File: config.mk
export PLATFORM = sky130hd
export DESIGN_NAME = column_drawer
export DESIGN_NICKNAME = d
export VERILOG_FILES = /design/src/rtl/column_drawer.sv
export SDC_FILE = /design/constraint.sdc
export NUM_CORES = 1
export LEC_CHECK = 0
export BUFFER_PORTS_ARGS = -buffer_cell sky130_fd_sc_hd__buf_2
export CAP_MARGIN = 20
export CORE_MARGIN = 1.5
export CORE_UTILIZATION = 55
export DETAILED_ROUTE_END_ITERATION = 8
export GPL_TIMING_DRIVEN = 0
export PLACE_DENSITY = 0.88
export SETUP_SLACK_MARGIN = 0.5
export SLEW_MARGIN = 10
export SYNTH_ARGS = -nofsm -noshare
export SYNTH_HDL_FRONTEND = slang
export SYNTH_SLANG_ARGS = --single-unit
File: constraint.sdc
create_clock -name clock -period 6.1 [get_ports clock]
set_input_delay 0 -clock clock [delete_from_list [all_inputs] [get_ports clock]]
set_output_delay 0 -clock clock [all_outputs]
set_load 0.02 [all_outputs]
File: src/rtl/column_drawer.sv
// Column rasteriser for the raycaster: one pixel per clock, top to bottom.
// Each column is ceiling, then a centred wall slice, then floor.
module column_drawer #(
  parameter int SCREEN_W     = 160,
  parameter int SCREEN_H     = 120,
  parameter int X_WIDTH      = 8,
  parameter int Y_WIDTH      = 7,
  parameter int COLOUR_WIDTH = 3
) (
  input  logic                    clock,
  input  logic                    resetn,
  input  logic                    req_valid,
  output logic                    req_ready,
  input  logic [X_WIDTH-1:0]      req_x,
  input  logic [Y_WIDTH-1:0]      req_height,
  input  logic [COLOUR_WIDTH-1:0] req_wall,
  input  logic [COLOUR_WIDTH-1:0] req_ceil,
  input  logic [COLOUR_WIDTH-1:0] req_floor,
  output logic [X_WIDTH-1:0]      vga_x,
  output logic [Y_WIDTH-1:0]      vga_y,
  output logic [COLOUR_WIDTH-1:0] vga_colour,
  output logic                    vga_write,
  output logic                    done
);

  localparam logic [Y_WIDTH-1:0] H    = Y_WIDTH'(SCREEN_H);
  localparam logic [Y_WIDTH-1:0] LAST = Y_WIDTH'(SCREEN_H - 1);
  localparam logic [X_WIDTH-1:0] W    = X_WIDTH'(SCREEN_W);

  typedef enum logic [1:0] {
    IDLE = 2'd0,
    DRAW = 2'd1,
    FIN  = 2'd2
  } state_t;

  state_t                  state_q;
  logic                    ready_q;
  logic                    on_q;
  logic [X_WIDTH-1:0]      x_q;
  logic [Y_WIDTH-1:0]      y_q;
  logic [Y_WIDTH-1:0]      top_q;
  logic [Y_WIDTH-1:0]      bot_q;
  logic [COLOUR_WIDTH-1:0] wall_q;
  logic [COLOUR_WIDTH-1:0] ceil_q;
  logic [COLOUR_WIDTH-1:0] floor_q;

  logic [Y_WIDTH-1:0]      h_d;
  logic [Y_WIDTH-1:0]      top_d;
  logic [Y_WIDTH-1:0]      bot_d;
  logic                    on_d;
  logic [COLOUR_WIDTH-1:0] first_d;
  logic [COLOUR_WIDTH-1:0] pix_d;

  assign req_ready = ready_q;

  // Row 0 is emitted on the accept edge, so its colour comes from req_*.
  always_comb begin
    h_d     = (req_height > H) ? H : req_height;
    top_d   = (H - h_d) >> 1;
    bot_d   = top_d + h_d;
    on_d    = req_x < W;
    first_d = (top_d != '0) ? req_ceil :
              (bot_d != '0) ? req_wall : req_floor;
    pix_d   = (y_q < top_q) ? ceil_q :
              (y_q < bot_q) ? wall_q : floor_q;
  end

  always_ff @(posedge clock or negedge resetn) begin
    if (!resetn) begin
      state_q    <= IDLE;
      ready_q    <= 1'b1;
      on_q       <= 1'b0;
      x_q        <= '0;
      y_q        <= '0;
      top_q      <= '0;
      bot_q      <= '0;
      wall_q     <= '0;
      ceil_q     <= '0;
      floor_q    <= '0;
      vga_x      <= '0;
      vga_y      <= '0;
      vga_colour <= '0;
      vga_write  <= 1'b0;
      done       <= 1'b0;
    end else begin
      done <= 1'b0;
      unique case (state_q)
        IDLE: begin
          if (!ready_q) begin
            ready_q <= 1'b1;
          end else if (req_valid) begin
            ready_q   <= 1'b0;
            on_q      <= on_d;
            x_q       <= req_x;
            top_q     <= top_d;
            bot_q     <= bot_d;
            wall_q    <= req_wall;
            ceil_q    <= req_ceil;
            floor_q   <= req_floor;
            y_q       <= Y_WIDTH'(1);
            state_q   <= DRAW;
            vga_write <= on_d;
            if (on_d) begin
              vga_x      <= req_x;
              vga_y      <= '0;
              vga_colour <= first_d;
            end
          end
        end
        DRAW: begin
          vga_write <= on_q;
          if (on_q) begin
            vga_x      <= x_q;
            vga_y      <= y_q;
            vga_colour <= pix_d;
          end
          if (y_q == LAST) begin
            state_q <= FIN;
          end else begin
            y_q <= y_q + Y_WIDTH'(1);
          end
        end
        FIN: begin
          vga_write <= 1'b0;
          done      <= 1'b1;
          state_q   <= IDLE;
        end
        default: state_q <= IDLE;
      endcase
    end
  end

endmodule

# Word level (Yosys, flattened, before mapping)
# Index checks and enable logic that the tools add are counted.
word_totals:
  register_bits: 61
  in_bits: 27
  output_inout_bits: 21
  word_cells: 75
op_classes:
  add_sub_neg: 3
  magnitude_cmp: 4
  n_eq_ne: 9
  n_mux: 34
  reduce_logical: 10
op_table:
  columns: ["cell", "n"]
  rows:
  - ["2-to-1 mux 7 bit", 8]
  - ["2-to-1 mux 8 bit", 4]
  - ["one-hot mux 7 bit (2 select lines)", 2]
  - ["2-to-1 mux 3 bit", 8]
  - ["one-hot mux 8 bit (2 select lines)", 1]
  - ["nonzero test 7 bit", 2]
  - ["inequality test 2 bit (second input constant)", 6]
  - ["AND reduction 3 bit", 3]
  - ["less-than comparator 8 bit (second input constant)", 1]
  - ["adder 6 x 7 -> 7 bit", 1]
  - ["adder 7 x 1 -> 7 bit (second input constant)", 1]
  - ["equality test 7 bit (second input constant)", 1]
  - ["> comparator 7 bit (second input constant)", 1]
  - ["less-than comparator 7 x 6 -> 1 bit", 1]
  - ["less-than comparator 7 bit", 1]
  - ["subtractor 7 bit (first input constant)", 1]
  - ["2-to-1 mux 2 bit", 3]
  - ["one-hot mux 3 bit (2 select lines)", 1]
  - ["2-to-1 mux 1 bit", 5]
  - ["AND reduction 5 bit", 1]
  - ["one-hot mux 2 bit (2 select lines)", 1]
  - ["AND reduction 4 bit", 1]
  - ["one-hot mux 1 bit (3 select lines)", 1]
  - ["nonzero test 3 bit", 1]
  - ["other kinds (4)", 4]

# Longest topological paths before layout
depth:
  depth_word: 11
  depth_mapped: 14
  depth_no_buf: 13

# Least setup slack after synthesis
# OpenSTA, ideal clock, no wires.
synth_path:
  path_type: "in2reg"
  start: "input port req_height[4]"
  end: "register vga_colour[2]"
  setup_ps: 140
  arrival_time_ps: 2551
  required_time_ps: 5960
  slack_ps: 3408
  stages: 14
  n_path_buf: 1
  path_cell_list: "buf_2 > nand4_2 > nand2_1 > ha_1 > nand2b_1 > a41o_1 > o21ai_2 > ha_1 > and3b_1 > a211o_1 > a211oi_1 > nand4b_1 > mux2i_1 > o211ai_1"
synth_via:
  elab_chain_len: 11
  word_cells_on_any_way: 12
  classes_between: "add/sub (2); order compare (1); mux (7); reduce/logical (2)"
synth_rtl:
  columns: ["item", "line_no", "source"]
  rows:
  - ["from (decl)", "15", "input logic [Y_WIDTH-1:0] req_height,"]
  - ["> comparator 7 bit", "58", "h_d = (req_height > H) ? H : req_height;"]
  - ["2-to-1 mux 7 bit (*)", "58", null]
  - ["subtractor 7 bit (*)", "59", "top_d = (H - h_d) >> 1;"]
  - ["net top_d[5]", "48", "logic [Y_WIDTH-1:0] top_d;"]
  - ["adder 6 x 7 -> 7 bit", "60", "bot_d = top_d + h_d;"]
  - ["nonzero test 7 bit", "63", "(bot_d != '0) ? req_wall : req_floor;"]
  - ["2-to-1 mux 3 bit", "63", null]
  - ["2-to-1 mux 3 bit (*)", "62", "first_d = (top_d != '0) ? req_ceil :"]
  - ["2-to-1 mux 3 bit (*)", "103", "if (on_d) begin"]
  - ["2-to-1 mux 3 bit (*)", "91", "end else if (req_valid) begin"]
  - ["2-to-1 mux 3 bit (*)", "89", "if (!ready_q) begin"]
  - ["one-hot mux 3 bit (2 select lines) (*)", "87", "unique case (state_q)"]
  - ["to (signal assigned)", "106", "vga_colour <= first_d;"]
  - ["to (signal assigned)", "115", "vga_colour <= pix_d;"]
  - ["to (decl)", "21", "output logic [COLOUR_WIDTH-1:0] vga_colour,"]
# The timed path passes the listed nets; every way through them passes the cells marked *. The select of a mux whose other input is x is not followed.
# A chain may end at the register's enable or synchronous reset.

# Final worst setup path
# Ends and elaborated chain as after synthesis.

==> results.md <==
- Comb pwr share: 42.1%
- WL final: 7.94 mm
- Share of layout cells above drive strength 1: 23.4%
- CP Data Arrival Time: 3.07 ns
- Vias in the first global route: 2758
- DR WL/cell: 16.4 um
- Die ar.: 0.00669 mm^2
- Outcome: finished clean
- Site row count: 28
- Min cycle time layout: 2.86 ns
- Hpwl dp: 5.51 mm
- Worst Hold Launch: req_height[2]
- CTS clock-pin slew for the worst setup and hold paths: 0.07 ns
- Setup slack, reg-to-reg: 3.57 ns
- Max Clock Skew: 0.00939 ns
- Distinct cells, synth: 51
- Clock latency on the worst-skew pair: 0.34 ns
- PnR worst setup slack: 3.24 ns
- Max Cap Violations: 0
- Post-Syn Instances: 331
- Synth Cell Area: 0.00342 mm^2
- Seq pwr share: 38.8%
- Main combinational cell family by area after synthesis: compound AO/OA/AOI/OAI gates
- Design area: 0.00411 mm^2
- Final setup fails: 0
- Share of the yosys chip area belonging to registers: 44.7%
- PwrDens: 432 mW/mm^2
- Initial antenna violation count: 0
- Fillers: 450
- Fin. max-slew vios: 0
- Synth top area share: 43.9%
- Leakage: 2.04 nW
- Critical path, cell by cell: buf_2, nand4_2, nand2_1, ha_1, nand2b_1, a41o_1, o21ai_2, ha_1, and3b_1, a211o_1, a211oi_1, nand4b_1, mux2i_1, o211ai_1
- Async S/R FF share, synth: 100%
- Clock root buffer: clkbuf_8
- Syn nets: 380
- CP endpoint kind: flop
- Met3 Use GR: 6.11%
- Die Y: 81.8 um
- CP startpoint kind: input pin
- Reg2reg start: state_q[1]
- Avg Cell Area, Syn: 10.3 um^2
- Pin count of the biggest net entering global routing: 62
- Sink Count: 61
- Area after DPL: 0.00374 mm^2
- Psw: 695 uW
- Synth cell count leaders: 60 x dfrtp_1, 30 x nand2_1, 24 x o21ai_0, 22 x ha_1, 22 x mux2_2
- Final nets: 455
- CTS tree: yes
- Fmax: 350 MHz
- FF/Latch Area: 0.00153 mm^2
- CTS max path bufs: 2
- R2R Path End: vga_x[3]
- RSZ-0062 raised after global routing: false
- Pre-CTS WS: 2.91 ns
- DRC Markers: 0
- Crit-path max FO: 10
- Area leader, netlist: dfrtp_1
- Top-count cell post-synth: dfrtp_1
- Slowest stage delay, CP: 0.33 ns
- Synth-to-layout area growth: 20.2%
- Core area: 0.00596 mm^2
- Port Buf Inserts: 45
- GR Overflow Total: 0
- Post-Synth Simple-Gate Area: 13.1%
- Synth Area in XOR/XNOR: 2.56%
- Top Ports: 48
- Yosys warns: 0
- Switching part of the total: 39.1%
- Post-CTS Hold Buffers: 19
- Worst Reg2Reg Path Length in Cells: 7
- Final hold violations: 0
- Area of the multi-input gates: 0.00174 mm^2
- Clock Power Share: 19.1%
- Clock buffer count from CTS: 9
- Vias per inst: 5.74
- Top cells by area, synth: dfrtp_1 44%, ha_1 8.1%, mux2_2 7.3%
- Mux contribution to synthesized area: 11.6%
- First-pass GRT wire length: 12.8 mm
- Pint: 1.08 mW
- Number of flops mapped to enable cells by yosys: 0
- H-tree depth: 3
- Required time of the critical path: 6.31 ns
- Synth Area in Adders: 8.06%
- CP Class: input pin to flop
- Min-delay worst type: input pin to flop
- Synth Area in Compound Gates: 15.7%
- Via count: 2786
- Initial Util: 57.4%
- Hold Path End: bot_q[1]
- WP buf/inv: 1
- Initial drt markers: 159
- Hold path depth: 3
- Antenna cells: 0
- Measured slew at the worst slew-check pin: 0.770 ns
- Maximum vdd drop: 0.237 mV
- Detailed Routing Iterations Pass 1: 4
- Busiest grt layer: met2
- Slowest stage cell, crit path: ha_1
- GP Congestion: 0.798
- Routed Antenna Nets: 0
- Tcrit/Tclk final: 46.9%
- Total track usage: 26.0%
- Most frequent CP cell: ha_1
- #FFs+latches synth: 61
- Setup TNS: 0 ns
- Global Route met2 Usage: 45.2%
- CTS resizes: 0
- Commonest register cell after synthesis: dfrtp_1
- Die X: 81.8 um
- Slew headroom: 48.6%
- Post-CTS setup buffers: 0
- Met1 usage: 30.3%
- Family with the most delay on the worst path: compound AO/OA/AOI/OAI gates
## metrics by stage
stage / util (%) / cells / hold WS [ns] / power [mW]
floorplan: - / 331 / -0.296 / 1.20
global placement: 62.7 / 451 / 0.248 / 1.36
detailed placement: 62.8 / 451 / 0.117 / 1.42
CTS: 69.0 / 485 / 0.0389 / 1.77
global route: 69.0 / 485 / 0.0715 / 1.89
finish: 69.0 / 485 / 0.0480 / 1.78
## worst max path at each step
stage,startpoint,to,slack [ns],depth (start not counted)
6_report,req_height[4],vga_colour[2],3.24,14
2_1_floorplan,req_height[4],vga_colour[2],3.41,14
3_5_place_dp,req_height[4],vga_colour[2],2.91,14
5_1_grt,req_height[4],vga_colour[2],2.95,14
3_3_place_gp,req_height[4],vga_colour[2],3.03,14
4_1_cts,req_height[4],vga_colour[2],3.24,14
## worst min-delay path, stage by stage
cell     delay (ns)
buf_2          0.13
nand2_1        0.11
o21ai_0        0.09
## kinds of logic after synthesis
kind of cell / Yosys count
simple gates: 85
compound gates: 81
flops: 61
mux: 37
buf+inv: 35
fa+ha+maj: 22
xor+xnor: 10
## routing by layer
layer	share of wire (%)	routed length [um]
met4	2.8	223
met2	51	4030
met3	5.2	411
met5	0	0
met1	41	3270
## cell usage in the layout, fill, tap and decap left out, types with 3 or more instances in the layout
cell           count
dlygate4sd3_1     19
nor3b_1            6
and2_1             4
a21o_1             6
o211ai_1           3
mux2i_1           15
clkbuf_8           9
mux2_2            22
nand3_1            7
nor3_1             4
clkbuf_1          10
nand2_1           30
a21oi_1           15
nand2b_1           4
dfrtp_1           60
xor2_1             6
xnor2_1            4
clkinv_2           3
a221oi_1           3
a211o_1            3
buf_2             49
a211oi_1           4
a22o_1             6
o21ai_0           24
ha_1              22
nor2b_1            3
inv_1             19
o21a_1             4
nor2_1            15
## cell type report
type                            instances  share of cell area [%]
Buffer                                 16                    1.83
Clock buffer                           10                    3.11
Clock inverter                          5                    1.28
Inverter                               19                    1.74
Multi-Input combinational cell        235                    42.4
Sequential cell                        61                    37.2
Tap cell                               75                    2.28
Timing Repair Buffer                   64                    10.2
## power groups by stage
stage | combinational [mW] | clock [mW] | sequential, mW
2_1_floorplan | 0.477 | 0 | 0.719
3_3_place_gp | 0.684 | 0 | 0.675
3_5_place_dp | 0.727 | 0 | 0.689
4_1_cts | 0.745 | 0.340 | 0.683
5_1_grt | 0.825 | 0.363 | 0.706
6_report | 0.748 | 0.339 | 0.688
## registers in the layout, indices dropped and copies added, names as in the netlist, 6 cells and up
name   count
bot_q      7
top_q      6
vga_x      8
vga_y      7
x_q        8
y_q        7
Note: power is estimated with default switching activity, not from simulation.
